### config.mk
export PLATFORM = sky130hd
export DESIGN_NAME = prt_phy_rcfg_arb
export DESIGN_NICKNAME = d
export VERILOG_FILES = /design/src/rtl/prt_phy_rcfg_arb.sv
export SDC_FILE = /design/constraint.sdc
export NUM_CORES = 1
export LEC_CHECK = 0
export ABC_AREA = 0
export CORE_MARGIN = 1.5
export CORE_UTILIZATION = 36
export CTS_CLUSTER_SIZE = 12
export DETAILED_ROUTE_END_ITERATION = 7
export PLACE_DENSITY = 0.73
export RECOVER_POWER = 50
export SLEW_MARGIN = 20
export SYNTH_ARGS = -nofsm -noshare
export SYNTH_HDL_FRONTEND = slang
export SYNTH_SLANG_ARGS = --single-unit
### constraint.sdc
create_clock -name CLK_IN -period 2.6 [get_ports CLK_IN]
set_input_delay 0.39 -clock CLK_IN [delete_from_list [all_inputs] [get_ports CLK_IN]]
set_output_delay 0.39 -clock CLK_IN [all_outputs]
set_load 0.01 [all_outputs]
### src/rtl/prt_phy_rcfg_arb.sv
// rtl/prt_phy_rcfg_arb.sv - round-robin arbiter sharing one PHY reconfig port among P_REQS requesters
// One transaction in flight; registered master strobes; watchdog aborts a hung waitrequest.
module prt_phy_rcfg_arb #(
    parameter int P_REQS      = 2,
    parameter int P_RCFG_ADR  = 10,
    parameter int P_RCFG_DAT  = 32,
    parameter int P_TO_CYCLES = 1024
) (
    input  logic                           RST_IN,
    input  logic                           CLK_IN,
    input  logic [P_REQS*P_RCFG_ADR-1:0]   REQ_ADR_IN,
    input  logic [P_REQS-1:0]              REQ_WR_IN,
    input  logic [P_REQS-1:0]              REQ_RD_IN,
    input  logic [P_REQS*P_RCFG_DAT-1:0]   REQ_DAT_IN,
    output logic [P_RCFG_DAT-1:0]          REQ_DAT_OUT,
    output logic [P_REQS-1:0]              REQ_WAIT_OUT,
    output logic [P_RCFG_ADR-1:0]          RCFG_ADR_OUT,
    output logic                           RCFG_WR_OUT,
    output logic                           RCFG_RD_OUT,
    output logic [P_RCFG_DAT-1:0]          RCFG_DAT_OUT,
    input  logic [P_RCFG_DAT-1:0]          RCFG_DAT_IN,
    input  logic                           RCFG_WAIT_IN,
    output logic                           ERR_OUT
);

    localparam int              IW       = $clog2(P_REQS);
    localparam int              WW       = $clog2(P_TO_CYCLES);
    localparam logic [WW-1:0]   WD_MAX   = WW'(P_TO_CYCLES - 1);
    localparam logic [IW-1:0]   LAST_IDX = IW'(P_REQS - 1);

    typedef enum logic [1:0] {
        ST_IDLE,
        ST_ISSUE,
        ST_DONE
    } state_t;

    state_t                  state_q, state_d;
    logic [IW-1:0]           ptr_q, ptr_d;
    logic [IW-1:0]           gnt_q, gnt_d;
    logic [P_RCFG_ADR-1:0]   adr_q, adr_d;
    logic [P_RCFG_DAT-1:0]   wdat_q, wdat_d;
    logic                    wr_q, wr_d;
    logic                    rd_q, rd_d;
    logic [WW-1:0]           wd_q, wd_d;
    logic [P_RCFG_DAT-1:0]   rdat_q, rdat_d;
    logic [P_REQS-1:0]       wait_q, wait_d;
    logic                    err_q, err_d;

    logic [P_REQS-1:0]       req_vec;
    logic                    sel_vld;
    logic [IW-1:0]           sel_idx;
    logic [IW-1:0]           cand;

    // Scan from the highest offset down so the last hit is the first requester at/after ptr.
    always_comb begin
        req_vec = REQ_WR_IN | REQ_RD_IN;
        sel_vld = 1'b0;
        sel_idx = '0;
        cand    = '0;
        for (int k = P_REQS - 1; k >= 0; k--) begin
            cand = IW'((int'(ptr_q) + k) % P_REQS);
            if (req_vec[cand]) begin
                sel_vld = 1'b1;
                sel_idx = cand;
            end
        end
    end

    always_comb begin
        state_d = state_q;
        ptr_d   = ptr_q;
        gnt_d   = gnt_q;
        adr_d   = adr_q;
        wdat_d  = wdat_q;
        wr_d    = wr_q;
        rd_d    = rd_q;
        wd_d    = wd_q;
        rdat_d  = rdat_q;
        wait_d  = '1;
        err_d   = 1'b0;

        case (state_q)
            ST_IDLE: begin
                if (sel_vld) begin
                    gnt_d   = sel_idx;
                    adr_d   = REQ_ADR_IN[sel_idx*P_RCFG_ADR +: P_RCFG_ADR];
                    wdat_d  = REQ_DAT_IN[sel_idx*P_RCFG_DAT +: P_RCFG_DAT];
                    // A simultaneous wr+rd is served as a write only.
                    wr_d    = REQ_WR_IN[sel_idx];
                    rd_d    = ~REQ_WR_IN[sel_idx];
                    wd_d    = '0;
                    state_d = ST_ISSUE;
                end
            end

            ST_ISSUE: begin
                if (!RCFG_WAIT_IN) begin
                    if (rd_q) begin
                        rdat_d = RCFG_DAT_IN;
                    end
                    wr_d           = 1'b0;
                    rd_d           = 1'b0;
                    wait_d[gnt_q]  = 1'b0;
                    state_d        = ST_DONE;
                end else if (wd_q == WD_MAX) begin
                    wr_d           = 1'b0;
                    rd_d           = 1'b0;
                    rdat_d         = '1;
                    err_d          = 1'b1;
                    wait_d[gnt_q]  = 1'b0;
                    state_d        = ST_DONE;
                end else begin
                    wd_d = wd_q + WW'(1);
                end
            end

            ST_DONE: begin
                ptr_d   = (gnt_q == LAST_IDX) ? '0 : gnt_q + IW'(1);
                wd_d    = '0;
                state_d = ST_IDLE;
            end

            default: begin
                state_d = ST_IDLE;
            end
        endcase
    end

    always_ff @(posedge CLK_IN or posedge RST_IN) begin
        if (RST_IN) begin
            state_q <= ST_IDLE;
            ptr_q   <= '0;
            gnt_q   <= '0;
            adr_q   <= '0;
            wdat_q  <= '0;
            wr_q    <= 1'b0;
            rd_q    <= 1'b0;
            wd_q    <= '0;
            rdat_q  <= '0;
            wait_q  <= '1;
            err_q   <= 1'b0;
        end else begin
            state_q <= state_d;
            ptr_q   <= ptr_d;
            gnt_q   <= gnt_d;
            adr_q   <= adr_d;
            wdat_q  <= wdat_d;
            wr_q    <= wr_d;
            rd_q    <= rd_d;
            wd_q    <= wd_d;
            rdat_q  <= rdat_d;
            wait_q  <= wait_d;
            err_q   <= err_d;
        end
    end

    assign REQ_DAT_OUT  = rdat_q;
    assign REQ_WAIT_OUT = wait_q;
    assign RCFG_ADR_OUT = adr_q;
    assign RCFG_WR_OUT  = wr_q;
    assign RCFG_RD_OUT  = rd_q;
    assign RCFG_DAT_OUT = wdat_q;
    assign ERR_OUT      = err_q;

endmodule

======== Word-level counts from Yosys, hierarchy flattened ========
Index checks and enable logic that the tools add are counted.
word-level totals
  register bits ........................... 93
  input port bits ......................... 123
  output and inout port bits .............. 79
  word-level logic and storage cells ...... 79
cells by class
  $add $sub $neg .......................... 3
  multipliers ............................. 1
  magnitude comparators ................... 5
  equality and inequality tests ........... 8
  shift operators ......................... 2
  mux-type cells .......................... 36
  bitwise operators ....................... 3
  reduce and logical (&&, ||, !) cells .... 10
operators with widths
  cell                   count
  $mux 32                3
  $shiftx 64x7->32       1
  $mux 10                3
  $pmux 10 s3            1
  $shiftx 20x6->10       1
  $mux 1                 19
  $mux 2                 6
  $add 10x1->10 const B  1
  $eq 10x10->1 const B   1
  $lt 1x2->1 const B     4
  $ne 2x2->1 const B     3
  $reduce_and 3->1       2
  $mul 1x3->4 const B    1
  $pmux 1 s2             2
  $pmux 2 s2             1
  $reduce_and 2->1       2
  $reduce_and 4->1       1
  $reduce_bool 2->1      2
  $ne 3x3->1 const B     1
  $reduce_bool 3->1      1
  $add 1x1->1 const B    2
  $eq 2x1->1 const B     1
  $eq 2x2->1 const B     1
  $logic_not 2->1        1
  7 further kinds        7

======== Longest topological paths before layout ========
Gate-level depths: netlist of the first run.
  depth after elaboration ................. 10
  gate-level depth with buffers ........... 7
  depth with buffers taken out ............ 5

======== Worst setup path before layout of the first run ========
OpenSTA, ideal clock, no wires.
  path kind ............................... register -> register
  start point ............................. register wd_q[0]
  end point ............................... register wd_q[1]
  setup time .............................. 0.079 ns
  data arrival time ....................... 1.631 ns
  required time ........................... 2.521 ns
  path slack .............................. 0.889 ns
  cell stages (with the launch flop) ...... 6
  buffers on the path ..................... 0
  period minus slack after synthesis ...... 1.711 ns
  path through ............................ dfrtp_1 > ha_1 > and3_2 > a311o_1 > a21oi_4 > mux2i_1
between the ends
  longest elaborated chain between the ends .. 4
  elaborated cells on any way between the ends .. 7
  classes of those cells .................. add/sub: 1; eq/ne: 2; mux: 3; reduce/logical: 1
ends and longest elaborated chain
  item                      RTL line  source
  start: declaration        44        logic [WW-1:0] wd_q, wd_d;
  start signal: assignment  150       wd_q <= wd_d;
  $add 10x1->10             113       wd_d = wd_q + WW'(1);
  $mux 10                   105       end else if (wd_q == WD_MAX) begin
  $mux 10                   97        if (!RCFG_WAIT_IN) begin
  $pmux 10 s3               82        case (state_q)
Parallel ways exist; a longest one is shown, timed or not. The select of a mux whose other input is x is not followed.
A chain may end at the register's enable or synchronous reset.

======== Worst setup path after layout of the first run ========
Ends and elaborated chain as after synthesis.

==> metrics.md, run 1 <==
| Metric | Value |
|---|---|
| Async set or reset register ratio after synthesis | `100.0%` |
| Top cell type's share of synthesized area | `between 50% and 60%` |
| Max stage delay on crit path | `410 ps` |
| Count of different cell masters after synthesis | `between 40 and 50` |
| Setup WS post-layout | `714.9 ps` |
| Initial antenna violation count | `0` |
| Crit. End Element | `flip-flop` |
| Layout cell share with drive strength beyond 1 | `between 6 and 7%` |
| Vias in the first global route | `3555` |
| Final setup viols | `0` |
| Cell accounting for the most synthesized area | `dfrtp_1` |
| Die area | `roughly 12000 um2` |
| Critical path type | `flip-flop to flip-flop` |
| Routability cong. | `~0.83` |
| DRC | `0` |
| Clock Latency Late Sink | `approximately 330 ps` |
| Critical path cell sequence | `ha_1 -> and3_1 -> a311o_1 -> a21oi_4 -> mux2i_1` |
| Hold-fix buffers, CTS | `0` |
| Pin count of the biggest net entering global routing | `54` |
| Kind of cell adding the most delay to the critical path | `compound AO/OA/AOI/OAI gates` |
| Final instance area | `roughly 6600 um2` |
| Via density | `approximately 4.9` |
| Max-cap check violation count | `0` |
| Hold WC Path Type | `flip-flop to flip-flop` |
| Fin crit share | `between 70% and 80%` |
| Placed cell area | `around 6200 um2` |
| Antenna-violating nets left | `0` |
| Clock sink count | `93` |
| Die W | `approximately 110 um` |
| Period minus WS final | `around 1900 ps` |
| CP arrival | `roughly 2100 ps` |
| Number of port buffers | `around 200` |
| Rows | `38` |
| CORE AREA | `10940 um2` |
| Storage element area | `between 2000 and 2500 um2` |
| Crit path buffers/inverters | `0` |
| Detailed-route wire length per cell | `about 16 um` |
| Leak | `2.766 nW` |
| Total gr overflow | `0` |
| IR drop worst, VDD | `0.0004928 V` |
| CP startpoint kind | `flip-flop` |
| Initial Utilization | `a little under two fifths` |
| Cell Area, Synth | `slightly above 4000 um2` |
| Post-DP HPWL | `8270 um` |
| CTS Root Buffer Type | `clkbuf_16` |
| H-Tree Level Count | `3` |
| Cells after Synth | `about 360` |
| Fill cell count | `940` |
| Detailed Route WL | `~11000 um` |
| Crit Path Max Fanout | `10` |
| Status | `completed` |
| DRT Pass-1 Iters | `4` |
| Die height | `approximately 110 um` |
| Diodes inserted | `0` |
| Sequential fraction of the synthesis area | `57.36%` |
| WHS | `approximately 460 ps` |
| Global-route wire length before repair | `17190 um` |
| GRT Total Usage | `a little under a fifth` |
| Flops & latches, synth | `between 90 and 100` |
| Power Dens Cells | `1073 nW/um2` |
| Ports | `slightly above 200` |
| Slowest-stage cell, CP | `dfrtp_1` |
| Worst slew pin tran | `1268 ps` |
| CTS Buf Count | `9` |
| Layout Utilization | `between 50% and 60%` |
| Worst-path clk slew | `roughly 60 ps` |
| Clock tree buffer depth | `2` |
| Number of synthesized flops with an enable pin | `0` |
| Slew HR | `between 10% and 20%` |
| RSZ-0062 raised after global routing | `false` |
| NumNets Final | `682` |
| Crit path required time | `around 2900 ps` |
| Yosys warning count | `0` |
| Total setup buffers inserted after CTS | `0` |
| Hold Fails Final Rpt | `0` |
| Drt initial violations | `roughly 100` |
| Setup Slack @ Placement | `between 400 and 500 ps` |
| Largest cells by area after synthesis | `dfrtp_1 56%, mux2i_1 11%, o22a_1 6.9%` |
| Slew Viols, Final | `0` |
| Area occupied by multi-input gates | `around 1600 um2` |
| CTS tree | `done` |
| Skew final | `~11 ps` |
| Final setup TNS | `0 ps` |
| Post-CTS Resized | `0` |
| Top_reg_cell synth | `dfrtp_1` |
| Post-Syn Area per Cell | `approximately 11 um2` |
| Top achievable clock speed | `between 500 and 600 MHz` |
| Routed via count | `about 3400` |
| Area delta synth->final | `61.37%` |
| Syn Nets | `around 480` |
## kinds of logic (layout without fill, tap and decap cells)
kind of cell / count (synthesis) / after routing / synth area share [%]
AND/OR/NAND/NOR: 85 / 85 / 9.766
flip-flops: 93 / 93 / 57.36
AO/OA/AOI/OAI: 105 / 105 / 17.50
multiplexers: 44 / 44 / 10.84
buffers and inverters: 31 / 235 / 4.220
adder cells (fa/ha/maj): 1 / 1 / 0.3080
## cell usage in the layout (no fill, tap or decap), types with 6 or more instances in the layout
| cell | synthesis | layout |
|---|---|---|
| nand2_1 | 56 | 56 |
| dlygate4sd3_1 | 0 | 35 |
| clkdlybuf4s50_1 | 0 | 166 |
| o21ai_1 | 9 | 9 |
| o21ai_0 | 39 | 39 |
| clkbuf_16 | 0 | 9 |
| inv_1 | 8 | 7 |
| a31oi_1 | 8 | 8 |
| o22a_1 | 32 | 32 |
| nand3_1 | 6 | 6 |
| dfrtp_1 | 91 | 91 |
| mux2i_1 | 44 | 44 |
## metrics by stage
stage	power, mW	cells
floorplan	4.040	359
global placement	5.714	687
detailed placement	5.802	687
CTS	7.240	703
global route	7.525	703
finish	7.034	703
## area by class of cell
type,instances,share of cell area (%)
well taps,140,2.673
clock inverters,5,1.279
inverters,8,0.5155
clock buffers,11,3.704
repair buffers,211,32.28
multi-input cells,235,24.00
flip-flops and latches,93,35.55
## report_power, final
part           switching (mW)  internal [mW]  total [mW]
sequential              0.395           2.11        2.50
clock                   0.538          0.871        1.41
combinational            1.41           1.71        3.12
## metal layers
metal	global-route usage (%)	vias to the layer above	part of all wire, %
met2	32.28	143	48
met3	7.651	9	9.9
met1	21.67	1600	41
li1	-	1696	-
met4	5.102	0	0.98
met5	0	-	0
## synth_stat cells, types with 2 or more instances
cell       n
and3_2     2
nand2_1   56
nand3_1    6
o21ai_1    9
clkbuf_2   3
inv_1      8
dfrtp_1   91
o211ai_1   2
o21ai_0   39
nor2_1     4
or3_1      2
dfstp_2    2
nand4_1    2
buf_6      3
buf_4      5
a31oi_1    8
clkbuf_1   4
mux2i_1   44
buf_2      8
o22a_1    32
a21oi_1    4
nand2b_1   2
## path summary, 6_finish.rpt
check	from	slack (ps)	cells past startpoint	to
worst min register to register	gnt_q$_DFFE_PP0P_	460	1	REQ_WAIT_OUT[1]$_DFF_PP1_
worst min-delay path	gnt_q$_DFFE_PP0P_	460	1	REQ_WAIT_OUT[1]$_DFF_PP1_
worst max-delay path	wd_q[0]$_DFFE_PP0P_	710	5	wd_q[1]$_DFFE_PP0P_
min in group asynchronous	RST_IN	880	3	REQ_DAT_OUT[8]$_DFFE_PP0P_
worst max register to register	wd_q[0]$_DFFE_PP0P_	710	5	wd_q[1]$_DFFE_PP0P_
max in group asynchronous	RST_IN	840	3	wd_q[0]$_DFFE_PP0P_
## flip-flops by register name, indices dropped and copies added (netlist names)
register / flops
gnt_q: 1
ptr_q: 1
wd_q: 10
REQ_WAIT_OUT: 2
ERR_OUT: 1
state_q: 2
RCFG_WR_OUT: 1
RCFG_DAT_OUT: 32
RCFG_RD_OUT: 1
RCFG_ADR_OUT: 10
REQ_DAT_OUT: 32
Note: power is estimated with default switching activity, not from simulation.
==> run 2, diff against run 1 <==
Settings changed: CORE_UTILIZATION 36 to 40, PLACE_DENSITY 0.73 to 0.77.
Clock period 2.6 ns to 1.95 ns, I/O delays scaled along.
==> metrics.md, run 2 (synthesis gave the netlist of run 1 again) <==
| Metric | Value |
|---|---|
| Post-CTS Resized | `0` |
| Detailed Route WL | `10740 um` |
| Slew HR | `about a fifth` |
| Routed via count | `3514` |
| Routability cong. | `between 0.8 and 0.9` |
| Initial Utilization | `41.36%` |
| Antenna-violating nets left | `0` |
| CTS tree | `done` |
| NumNets Final | `~680` |
| Critical path type | `flip-flop to flip-flop` |
| Fill cell count | `835` |
| CTS Root Buffer Type | `clkbuf_8` |
| Skew final | `about 15 ps` |
| Power Dens Cells | `between 1000 and 1500 nW/um2` |
| Layout cell share with drive strength beyond 1 | `under 10%` |
| Status | `completed` |
| Slowest-stage cell, CP | `dfrtp_1` |
| Detailed-route wire length per cell | `~15 um` |
| Period minus WS final | `1806 ps` |
| Final setup viols | `0` |
| Die height | `103.8 um` |
| Total setup buffers inserted after CTS | `0` |
| Post-Layout Cell Count | `698` |
| H-Tree Level Count | `3` |
| Worst slew pin tran | `1217 ps` |
| CORE AREA | `9819 um2` |
| Max-cap check violation count | `0` |
| Max stage delay on crit path | `420 ps` |
| GRT Total Usage | `a little over a fifth` |
| Die area | `roughly 11000 um2` |
| CTS Buf Count | `9` |
| Vias in the first global route | `~3700` |
| Crit path buffers/inverters | `0` |
| Leak | `~2.7 nW` |
| Initial antenna violation count | `0` |
| Crit path required time | `~2200 ps` |
| Total power | `8.867 mW` |
| Ports | `around 200` |
| Final setup TNS | `0 ps` |
| Rows | `36` |
| Diodes inserted | `0` |
| Kind of cell adding the most delay to the critical path | `compound AO/OA/AOI/OAI gates` |
| Post-DP HPWL | `between 8000 and 9000 um` |
| Clock tree buffer depth | `2` |
| Most frequent cells in the layout | `189 x clkdlybuf4s50_1, 91 x dfrtp_1, 57 x nand2_1, 44 x mux2i_1, 43 x o21ai_0` |
| Total gr overflow | `0` |
| Area delta synth->final | `58.69%` |
| Via density | `~5` |
| Hold Fails Final Rpt | `0` |
| Worst-path clk slew | `around 90 ps` |
| Global-route wire length before repair | `18240 um` |
| Critical path cell sequence | `ha_1 -> and3_1 -> a311o_1 -> a21oi_4 -> mux2i_1` |
| Crit. End Element | `flip-flop` |
| Top achievable clock speed | `around 550 MHz` |
| DRT Pass-1 Iters | `6` |
| Fin crit share | `92.60%` |
| Crit Path Max Fanout | `10` |
| Drt initial violations | `90` |
| Die W | `about 100 um` |
| Hold WC Path Type | `flip-flop to flip-flop` |
| Dpl cells | `around 680` |
| Number of port buffers | `201` |
| Slew Viols, Final | `0` |
| RSZ-0062 raised after global routing | `false` |
| CP arrival | `2080 ps` |
| Clock Latency Late Sink | `about 350 ps` |
| IR drop worst, VDD | `0.0006142 V` |
| Commonest non-fill, non-tap cell in the layout | `clkdlybuf4s50_1` |
| Pin count of the biggest net entering global routing | `94` |
| Hold-fix buffers, CTS | `0` |
| DRC | `0` |
| CP startpoint kind | `flip-flop` |
| Clock sink count | `a little over 90` |
run 2: per-layer routing:
metal / wire length, um / track usage [%] / vias up
li1: - / - / 1685
met1: 4351 / 25.32 / 1654
met2: 5244 / 35.33 / 163
met3: 1007 / 7.489 / 12
met4: 138 / 6.349 / 0
met5: 0 / 0 / -
run 2: worst register-to-register path, delay by kind of cell, from the launching register on:
| family | cells | cell delay (ps) |
|---|---|---|
| mux | 1 | 220 |
| compound gates | 2 | 640 |
| fa+ha+maj | 1 | 220 |
| flops | 1 | 420 |
| simple gates | 1 | 240 |
run 2: cell type report:
cell class,instances,area (um2),area share (%)
Multi-Input combinational cell,235,1565,24.29
Clock buffer,12,155.1,2.407
Timing Repair Buffer,213,2140,33.20
Clock inverter,4,55.05,0.8542
Inverter,8,33.78,0.5242
Tap cell,133,166.4,2.582
Sequential cell,93,2330,36.15
run 2: power by group:
| group | total (mW) | leakage (nW) | internal (mW) | switching, mW |
|---|---|---|---|---|
| Clock | 1.34 | 0.103 | 0.671 | 0.665 |
| Sequential | 3.34 | 1.12 | 2.81 | 0.537 |
| Combinational | 4.19 | 1.50 | 2.32 | 1.87 |
| Total | 8.87 | 2.72 | 5.79 | 3.07 |
run 2: worst paths after layout:
path,end,startpoint,slack [ps],cells past startpoint
max,wd_q[1]$_DFFE_PP0P_,wd_q[0]$_DFFE_PP0P_,140,5
min,REQ_WAIT_OUT[1]$_DFF_PP1_,gnt_q$_DFFE_PP0P_,460,1
max reg2reg,wd_q[1]$_DFFE_PP0P_,wd_q[0]$_DFFE_PP0P_,140,5
min reg2reg,REQ_WAIT_OUT[1]$_DFF_PP1_,gnt_q$_DFFE_PP0P_,460,1
max in group asynchronous,RCFG_RD_OUT$_DFFE_PP0P_,RST_IN,290,3
min in group asynchronous,REQ_DAT_OUT[14]$_DFFE_PP0P_,RST_IN,900,3
run 2: stage by stage:
step	util, %	cell area, um2	setup WS (ps)	hold slack, ps
after detailed placement	63.97	6281	5.330	457.8
after floorplan	-	4065	239.3	406.4
after CTS	66.11	6491	151.8	469.7
after global placement	63.97	6281	47.40	449.3
final	65.63	6445	144.3	459.9
after global routing	65.63	6445	7.298	497.5
